## src/rtl/buzzer_note_scheduler_if.sv

```systemverilog
// buzzer_note_scheduler_if: song player note stream handshake (valid/ready).
interface buzzer_note_scheduler_if #(parameter int NOTE_W = 4);
  logic valid;
  logic [NOTE_W-1:0] note;
  logic ready;
  modport master (output valid, output note, input ready);
  modport slave (input valid, input note, output ready);
endinterface

```

## src/rtl/buzzer_note_scheduler.sv

```systemverilog
// buzzer_note_scheduler: arbitrates piano keys over a song stream for the shared buzzer counter,
// issues start pulses, detects note end via iRing and inserts the inter-note gap.
module buzzer_note_scheduler #(
  parameter int NUM_KEYS = 8,
  parameter int NOTE_W = 4,
  parameter int GAP_CYCLES = 5000,
  parameter int REST_CYCLES = 150000,
  parameter int WD_CYCLES = 4
) (
  input  logic iClk,
  input  logic iReset_n,
  input  logic [NUM_KEYS-1:0] iKeys,
  buzzer_note_scheduler_if.slave song,
  input  logic iRing,
  output logic oCountEnable,
  output logic [NOTE_W-1:0] oNote,
  output logic oSrcKey,
  output logic oBusy,
  output logic oFault
);
  localparam int GW = GAP_CYCLES > 1 ? $clog2(GAP_CYCLES) : 1;
  localparam int RW = REST_CYCLES > 1 ? $clog2(REST_CYCLES) : 1;
  localparam int WW = WD_CYCLES > 1 ? $clog2(WD_CYCLES) : 1;
  localparam logic [GW-1:0] GAP_LAST = GW'(GAP_CYCLES > 0 ? GAP_CYCLES - 1 : 0);
  localparam logic [RW-1:0] REST_LAST = RW'(REST_CYCLES > 0 ? REST_CYCLES - 1 : 0);
  localparam logic [WW-1:0] WD_LAST = WW'(WD_CYCLES > 0 ? WD_CYCLES - 1 : 0);
  typedef enum logic [1:0] {IDLE, PLAY, REST, GAP} state_t;
  state_t state, stateNext;
  logic [NUM_KEYS-1:0] kPrev, kEdge;
  logic [NOTE_W-1:0] keyNote;
  logic [GW-1:0] gapCnt;
  logic [RW-1:0] restCnt;
  logic [WW-1:0] wdCnt;
  logic ringSeen, keyHit, songTake, ringNow, ringEnd, wdExpire, enter;
  assign kEdge = iKeys & ~kPrev;
  assign keyHit = |kEdge;
  assign song.ready = state == IDLE && !keyHit;
  assign songTake = song.ready && song.valid;
  assign oBusy = state != IDLE;
  assign ringNow = ringSeen | iRing;
  assign ringEnd = ringSeen & ~iRing;
  assign wdExpire = !ringNow && wdCnt == WD_LAST;
  assign enter = keyHit || stateNext != state;
  // Descending scan leaves the lowest pressed index as the winner.
  always_comb begin
    keyNote = '0;
    for (int i = NUM_KEYS - 1; i >= 0; i--) if (kEdge[i]) keyNote = NOTE_W'(i + 1);
  end
  always_comb begin
    stateNext = state;
    if (keyHit) stateNext = PLAY;
    else if (songTake) stateNext = |song.note ? PLAY : REST;
    else if (state == PLAY) stateNext = ringEnd ? GAP : wdExpire ? IDLE : PLAY;
    else if (state == REST && restCnt == REST_LAST) stateNext = GAP;
    else if (state == GAP && gapCnt == GAP_LAST) stateNext = IDLE;
  end
  always_ff @(posedge iClk) state <= !iReset_n ? IDLE : stateNext;
  always_ff @(posedge iClk) begin
    if (!iReset_n) begin
      kPrev <= '0;
      oCountEnable <= 1'b0;
      oNote <= '0;
      oSrcKey <= 1'b0;
      oFault <= 1'b0;
      ringSeen <= 1'b0;
      wdCnt <= '0;
      restCnt <= '0;
      gapCnt <= '0;
    end else begin
      kPrev <= iKeys;
      oCountEnable <= keyHit || (songTake && |song.note);
      if (keyHit) begin
        oNote <= keyNote;
        oSrcKey <= 1'b1;
      end else if (songTake) begin
        oNote <= song.note;
        oSrcKey <= 1'b0;
      end else if (state == PLAY && stateNext != PLAY) oNote <= '0;
      oFault <= oFault || (state == PLAY && !keyHit && wdExpire);
      ringSeen <= !enter && state == PLAY && ringNow;
      wdCnt <= (enter || state != PLAY || ringNow) ? '0 : wdCnt + 1'b1;
      restCnt <= (enter || state != REST) ? '0 : restCnt + 1'b1;
      gapCnt <= (enter || state != GAP) ? '0 : gapCnt + 1'b1;
    end
  end
endmodule

```

## src/flat_wrapper.sv

```systemverilog
// flat-port wrapper written by rule: the top's interface ports become plain ports
module buzzer_note_scheduler_flat 
#(
  parameter int NUM_KEYS = 8,
  parameter int NOTE_W = 4,
  parameter int GAP_CYCLES = 5000,
  parameter int REST_CYCLES = 150000,
  parameter int WD_CYCLES = 4
)
  (iClk, iReset_n, iKeys, iRing, oCountEnable, oNote, oSrcKey, oBusy, oFault, song_valid, song_note, song_ready);
  buzzer_note_scheduler_if #(.NOTE_W(NOTE_W)) song_i ();
  input  logic iClk;
  input  logic iReset_n;
  input  logic [NUM_KEYS-1:0] iKeys;
  input  logic iRing;
  output logic oCountEnable;
  output logic [NOTE_W-1:0] oNote;
  output logic oSrcKey;
  output logic oBusy;
  output logic oFault;
  input wire logic [$bits(song_i.valid)-1:0] song_valid;
  input wire logic [$bits(song_i.note)-1:0] song_note;
  output wire logic [$bits(song_i.ready)-1:0] song_ready;
  assign song_i.valid = song_valid;
  assign song_i.note = song_note;
  assign song_ready = song_i.ready;
  buzzer_note_scheduler #(.NUM_KEYS(NUM_KEYS), .NOTE_W(NOTE_W), .GAP_CYCLES(GAP_CYCLES), .REST_CYCLES(REST_CYCLES), .WD_CYCLES(WD_CYCLES)) u_core (.iClk(iClk), .iReset_n(iReset_n), .iKeys(iKeys), .song(song_i), .iRing(iRing), .oCountEnable(oCountEnable), .oNote(oNote), .oSrcKey(oSrcKey), .oBusy(oBusy), .oFault(oFault));
endmodule
```

## config.mk

```make
export PLATFORM = sky130hd
export DESIGN_NAME = buzzer_note_scheduler_flat
export DESIGN_NICKNAME = d
export VERILOG_FILES = /design/src/rtl/buzzer_note_scheduler_if.sv /design/src/rtl/buzzer_note_scheduler.sv /design/src/flat_wrapper.sv
export SDC_FILE = /design/constraint.sdc
export NUM_CORES = 1
export LEC_CHECK = 0
export CAP_MARGIN = 20
export CELL_PAD_IN_SITES_DETAIL_PLACEMENT = 1
export CELL_PAD_IN_SITES_GLOBAL_PLACEMENT = 1
export CORE_MARGIN = 1
export CORE_UTILIZATION = 33
export DETAILED_ROUTE_END_ITERATION = 8
export HOLD_SLACK_MARGIN = 0.12
export PLACE_DENSITY_LB_ADDON = 0.25
export SYNTH_ARGS = -nofsm -noshare
export SYNTH_HDL_FRONTEND = slang
export SYNTH_SLANG_ARGS = --single-unit
```

## constraint.sdc

```tcl
create_clock -name iClk -period 2.9 [get_ports iClk]
set_input_delay 0.58 -clock iClk [delete_from_list [all_inputs] [get_ports iClk]]
set_output_delay 0.58 -clock iClk [all_outputs]
set_load 0.02 [all_outputs]
```

**Word-level counts from Yosys, hierarchy flattened**

Cells that the tools add are included.

- Register bits after elaboration: 51
- Input bits: 16
- Word-level logic and storage cells: 81

- $add $sub $neg: 3
- Equal/unequal tests: 11
- Multiplexer cells: 21
- Bitwise operators: 6
- Reduce and logical (&&, ||, !) cells: 30

Operators by type and width:

| cell | count |
|---|---|
| two-way mux 4 bit | 11 |
| adder 18 x 1 -> 18 bit, second input constant | 1 |
| equality test 18 bit, second input constant | 1 |
| two-way mux 2 bit | 7 |
| adder 13 x 1 -> 13 bit, second input constant | 1 |
| equality test 13 bit, second input constant | 1 |
| logical AND 1 bit | 11 |
| bitwise AND 8 bit | 1 |
| inverter 8 bit | 1 |
| OR reduction 8 bit | 1 |
| logical OR 1 bit | 7 |
| equality test 2 bit, second input constant | 3 |
| OR reduction 2 bit | 3 |
| inequality test 2 x 1 -> 1 bit, second input constant | 2 |
| inequality test 2 bit, second input constant | 2 |
| nonzero test 2 bit | 2 |
| OR reduction 4 bit | 1 |
| logical NOT 1 bit | 3 |
| two-way mux 1 bit | 3 |
| nonzero test 3 bit | 1 |
| adder 2 x 1 -> 2 bit, second input constant | 1 |
| equality test 2 x 1 -> 1 bit, second input constant | 1 |
| logical NOT 2 bit | 1 |
| inequality test 2 bit | 1 |
| 3 further kinds | 4 |

**Longest topological paths before layout**

- Word-level depth: 13
- Mapped depth: 9
- Depth with buffers taken out: 7

**Worst setup path after synthesis**

No wires, ideal clock.

- Path type: input-to-reg
- From: input port iKeys[3]
- To: register u_core.restCnt[10]
- Setup time: 62 ps
- Arrival time: 2,466 ps
- Required time: 2,838 ps
- Setup slack: 372 ps
- Stages: 7
- Path buffers: 2
- Path through: nor2b_1 > or4b_4 > or3_1 > or4b_1 > buf_6 > buf_12 > nor2_4

- Longest elaborated chain between the ends: 11

Ends and longest elaborated chain:

| what | RTL line | text |
|---|---|---|
| from (decl) | flat_wrapper.sv:14 | `input logic [NUM_KEYS-1:0] iKeys;` |
| bitwise AND 8 bit (*) | buzzer_note_scheduler.sv:35 | `assign kEdge = iKeys & ~kPrev;` |
| OR reduction 8 bit (*) | buzzer_note_scheduler.sv:36 | `assign keyHit = \|kEdge;` |
| logical NOT 1 bit | buzzer_note_scheduler.sv:37 | `assign song.ready = state == IDLE && !keyHit;` |
| logical AND 1 bit | buzzer_note_scheduler.sv:37 |  |
| logical AND 1 bit | buzzer_note_scheduler.sv:38 | `assign songTake = song.ready && song.valid;` |
| two-way mux 2 bit | buzzer_note_scheduler.sv:52 | `else if (songTake) stateNext = \|song.note ? PLAY : REST;` |
| two-way mux 2 bit | buzzer_note_scheduler.sv:51 | `if (keyHit) stateNext = PLAY;` |
| inequality test 2 bit | buzzer_note_scheduler.sv:43 | `assign enter = keyHit \|\| stateNext != state;` |
| logical OR 1 bit (*) | buzzer_note_scheduler.sv:43 |  |
| logical OR 1 bit (*) | buzzer_note_scheduler.sv:82 | `restCnt <= (enter \|\| state != REST) ? '0 : restCnt + 1'b1;` |
| OR reduction 2 bit (no line) (*) | - |  |
| to (signal assigned) | buzzer_note_scheduler.sv:82 |  |
| to (decl) | buzzer_note_scheduler.sv:32 | `logic [RW-1:0] restCnt;` |

Mark *: on every way between the ends. The rest lies on a longest branch, timed or not.
A chain may end at the register's enable or synchronous reset.

**Worst setup path after layout**

- From: input port iKeys[4]
- To: register u_core.restCnt[5]

The elaborated chain is that of the path after synthesis.

==> results.cfg <==
[worst_setup_path]
crit_path_max_incr_delay_ps = 530
reg2reg_setup_slack_ps = 520
slowest_stage = or4b_4
critical_path.top_delay_family = simple AND/OR/NAND/NOR gates
worst_ep_arrival_time_ps = 3030
start_kind = input pin
r2r-end = u_core.restCnt[5]$_SDFF_PP0_
r2r_cells = 7
required_ps = 3140
worstSetupEndpointType = register
critPathMaxFanout = 18
cp_cell_sequence = clkdlybuf4s50_1, nor2b_4, or4b_4, buf_4, or3_1, or4b_1, buf_12, nor2_1
critPathKind = in -> reg
timing.rr.start = u_core.kPrev[4]$_SDFF_PN0_
path_buf_inv = 3

[timing]
final_hold_viol_count = 0
slew_violations = 0
worstMarginPinSlew_ps = 426
holdWs_ps = 443
fin_worst_skew_ps = 10.5
min_period_over_period = 0.963
totalNegativeSetupSlack_ps = 0
slew_headroom = 0.714
finalWorstSetupSlack_ps = 106
timing.fmax_mhz = 358
setup_viol = 0
fin_crit_ps = 2790
rsz0062_at_grt = no

[drt]
vias = 1780
drt-vias-per-instance = 4.85
drt_pass1_iterations = 3
final_antenna_net_count = 0
drc = 0
totalWireLength_um = 4620
initialDrtViolationCount = 49
wl_per_cell_um = 12.6

[logic_synthesis]
synth.avg_cell_area_sq_um = 9.09
seq_area_frac_synth = 0.451
syn_inst = 249
synth-seq-cells = 51
ys_types = 43
syn-num-nets = 268
ys_warn_count = 0
syn_area_sq_um = 2260

[power_and_ir_drop]
pwr-share-comb = 0.081
vdd_drop_max_mv = 0.287
pwr-share-seq = 0.577
p_int_uw = 965
p_clk_frac = 0.343
p_per_area_nw_per_um2 = 449
power.share.switching = 0.225
p_leak_nw = 0.928
p_switching_uw = 280

[cells_and_area]
area_delta_synth_final_pct = 22.5
final_area_sq_um = 2770
stdcell_count = 367
antenna-diode-count = 0
finish.net_count = 308
drive_gt1_frac = 0.124

[placed_design]
numPortBuffers = 24
hpwl_um = 3500
pre_cts_slack_ps = -293
routabilityCongestion = 0.797
placed_cells = 359
place_area_sq_um = 2680

[clocking]
clk_pin_slew_ps = 90
clock_sinks = 51
postCtsHoldBufs = 0
cts_root_buf = clkbuf_8
post_cts_buffers = 0
clk_latency_ps = 300
clockBufferDepth = 2
htree_levels = 2
cts_tree = yes
cts-buffers-inserted = 5

[floorplan]
initial_utilization = 0.348
row_count = 29
core_area_sq_um = 6490
die_area_sq_um = 7190
chipWidth_um = 84.8
die_y_um = 84.8
io_pins = 25

[global_routing]
overflow = 0
grt_pass1_vias = 1899
grt_antenna_before_repair = 0
grt_max_degree = 19
track_usage = 0.148
grt_first_pass_wirelength_um = 8470

[job]
cap_viol_max_count = 0

[status]
status = finished, final reports clean

[hold_path]
hold_path.class = reg -> reg
hold_path_depth = 1
hp-start = u_core.wdCnt[0]$_SDFF_PP0_
hold_end = u_core.wdCnt[0]$_SDFF_PP0_
==> metrics by stage <==
stage	total power, mW	utilization
2_1_floorplan	0.777	-
3_3_place_gp	0.835	0.413
3_5_place_dp	0.836	0.413
4_1_cts	1.27	0.428
5_1_grt	1.32	0.427
6_report	1.25	0.427
==> layout make-up <==
| class | count | area (sq um) |
|---|---|---|
| fill | 771 | 3720 |
| multi-input combinational | 187 | 1180 |
| sequential | 51 | 1020 |
| timing repair buffer | 40 | 368 |
| tap | 77 | 96.3 |
| clock buffer | 7 | 86.3 |
| inverter | 4 | 15.0 |
| clock inverter | 1 | 8.76 |
==> how the worst max path moves through the flow <==
stage	from	to	slack, ps	depth (start not counted)
floorplan	iKeys[3]	u_core.restCnt[10]$_SDFF_PP0_	370	7
global placement	iKeys[4]	song_ready	-300	6
detailed placement	iKeys[4]	song_ready	-290	6
CTS	iKeys[4]	song_ready	30	6
global route	iKeys[4]	u_core.restCnt[5]$_SDFF_PP0_	20	8
finish	iKeys[4]	u_core.restCnt[5]$_SDFF_PP0_	110	8
==> routing by layer <==
metal	wire length (um)	share of wire	vias up	GRT usage
li1	-	-	923	-
met1	2300	0.50	823	0.188
met2	2100	0.46	28	0.246
met3	157	0.034	6	0.0374
met4	64	0.014	0	0.0462
met5	0	0	-	0
==> power by group through the flow <==
stage / combinational (mW) / sequential (mW) / clock (mW)
floorplan: 0.0391 / 0.738 / 0
finish: 0.100 / 0.718 / 0.427
global route: 0.110 / 0.720 / 0.486
CTS: 0.102 / 0.718 / 0.449
detailed placement: 0.102 / 0.734 / 0
global placement: 0.101 / 0.734 / 0
==> registers in the layout, summed over array words and instances (netlist names) <==
name	cells
u_core.gapCnt	13
u_core.restCnt	18
u_core.kPrev	8
u_core.oNote	4
u_core.oFault	1
u_core.wdCnt	2
u_core.oCountEnable	1
u_core.oSrcKey	1
u_core.state	2
u_core.ringSeen	1
==> cells in the final DEF (no fill, tap or decap), types with 2 or more instances in the layout <==
| cell | instances |
|---|---|
| a21oi_1 | 5 |
| a22oi_1 | 2 |
| and2_1 | 9 |
| and3_1 | 3 |
| and4_1 | 3 |
| buf_4 | 15 |
| clkbuf_8 | 6 |
| clkdlybuf4s50_1 | 23 |
| dfxtp_1 | 51 |
| ha_1 | 3 |
| inv_1 | 3 |
| nand2_1 | 17 |
| nand2b_1 | 4 |
| nand3_1 | 11 |
| nand4_1 | 8 |
| nand4b_1 | 2 |
| nor2_1 | 46 |
| nor2_2 | 2 |
| nor2_4 | 8 |
| nor2b_1 | 6 |
| nor3_1 | 5 |
| nor3b_1 | 2 |
| nor4_1 | 2 |
| nor4b_1 | 2 |
| nor4bb_1 | 2 |
| o22ai_1 | 4 |
| xnor2_1 | 12 |
| xor2_1 | 15 |
==> Yosys cell counts, drive strengths merged <==
master / number / area share
o21bai: 1 / 0.0033
nor3b: 2 / 0.0066
nand4: 8 / 0.022
nor4: 2 / 0.0055
nand2: 17 / 0.028
nand4bb: 1 / 0.0050
nand4b: 2 / 0.0077
xor2: 15 / 0.058
and4: 3 / 0.012
nor4b: 2 / 0.0077
dfxtp: 51 / 0.45
nand2b: 4 / 0.011
or3: 1 / 0.0028
nor3: 5 / 0.011
o21ai: 2 / 0.0044
nor2: 56 / 0.12
xnor2: 12 / 0.046
o311a: 1 / 0.0044
nor2b: 7 / 0.023
or2: 1 / 0.0028
o22ai: 4 / 0.011
o21a: 1 / 0.0033
and3: 3 / 0.0083
a221oi: 1 / 0.0039
and2: 9 / 0.025
buf: 2 / 0.014
nand3: 11 / 0.024
inv: 3 / 0.0050
o2111ai: 1 / 0.0039
o211ai: 1 / 0.0033
nor4bb: 2 / 0.0088
a21oi: 5 / 0.011
a22oi: 2 / 0.0066
clkinv: 1 / 0.0017
ha: 3 / 0.017
or4b: 2 / 0.011
clkbuf: 5 / 0.0083
==> what timing repair did <==
item                                    in CTS  in global routing
endpoints found under the setup margin       1                  1
hold endpoints to repair                     0                  0
resized for setup                            3                  1
==> cell families after synthesis <==
| kind of cell | Yosys count | share of synthesized area |
|---|---|---|
| AO/OA/AOI/OAI | 19 | 0.0553 |
| AND/OR/NAND/NOR | 138 | 0.343 |
| adder cells (fa/ha/maj) | 3 | 0.0166 |
| flip-flops | 51 | 0.451 |
| buffers and inverters | 11 | 0.0288 |
| XOR/XNOR | 27 | 0.105 |
Note: power is estimated with default switching activity, not from simulation.
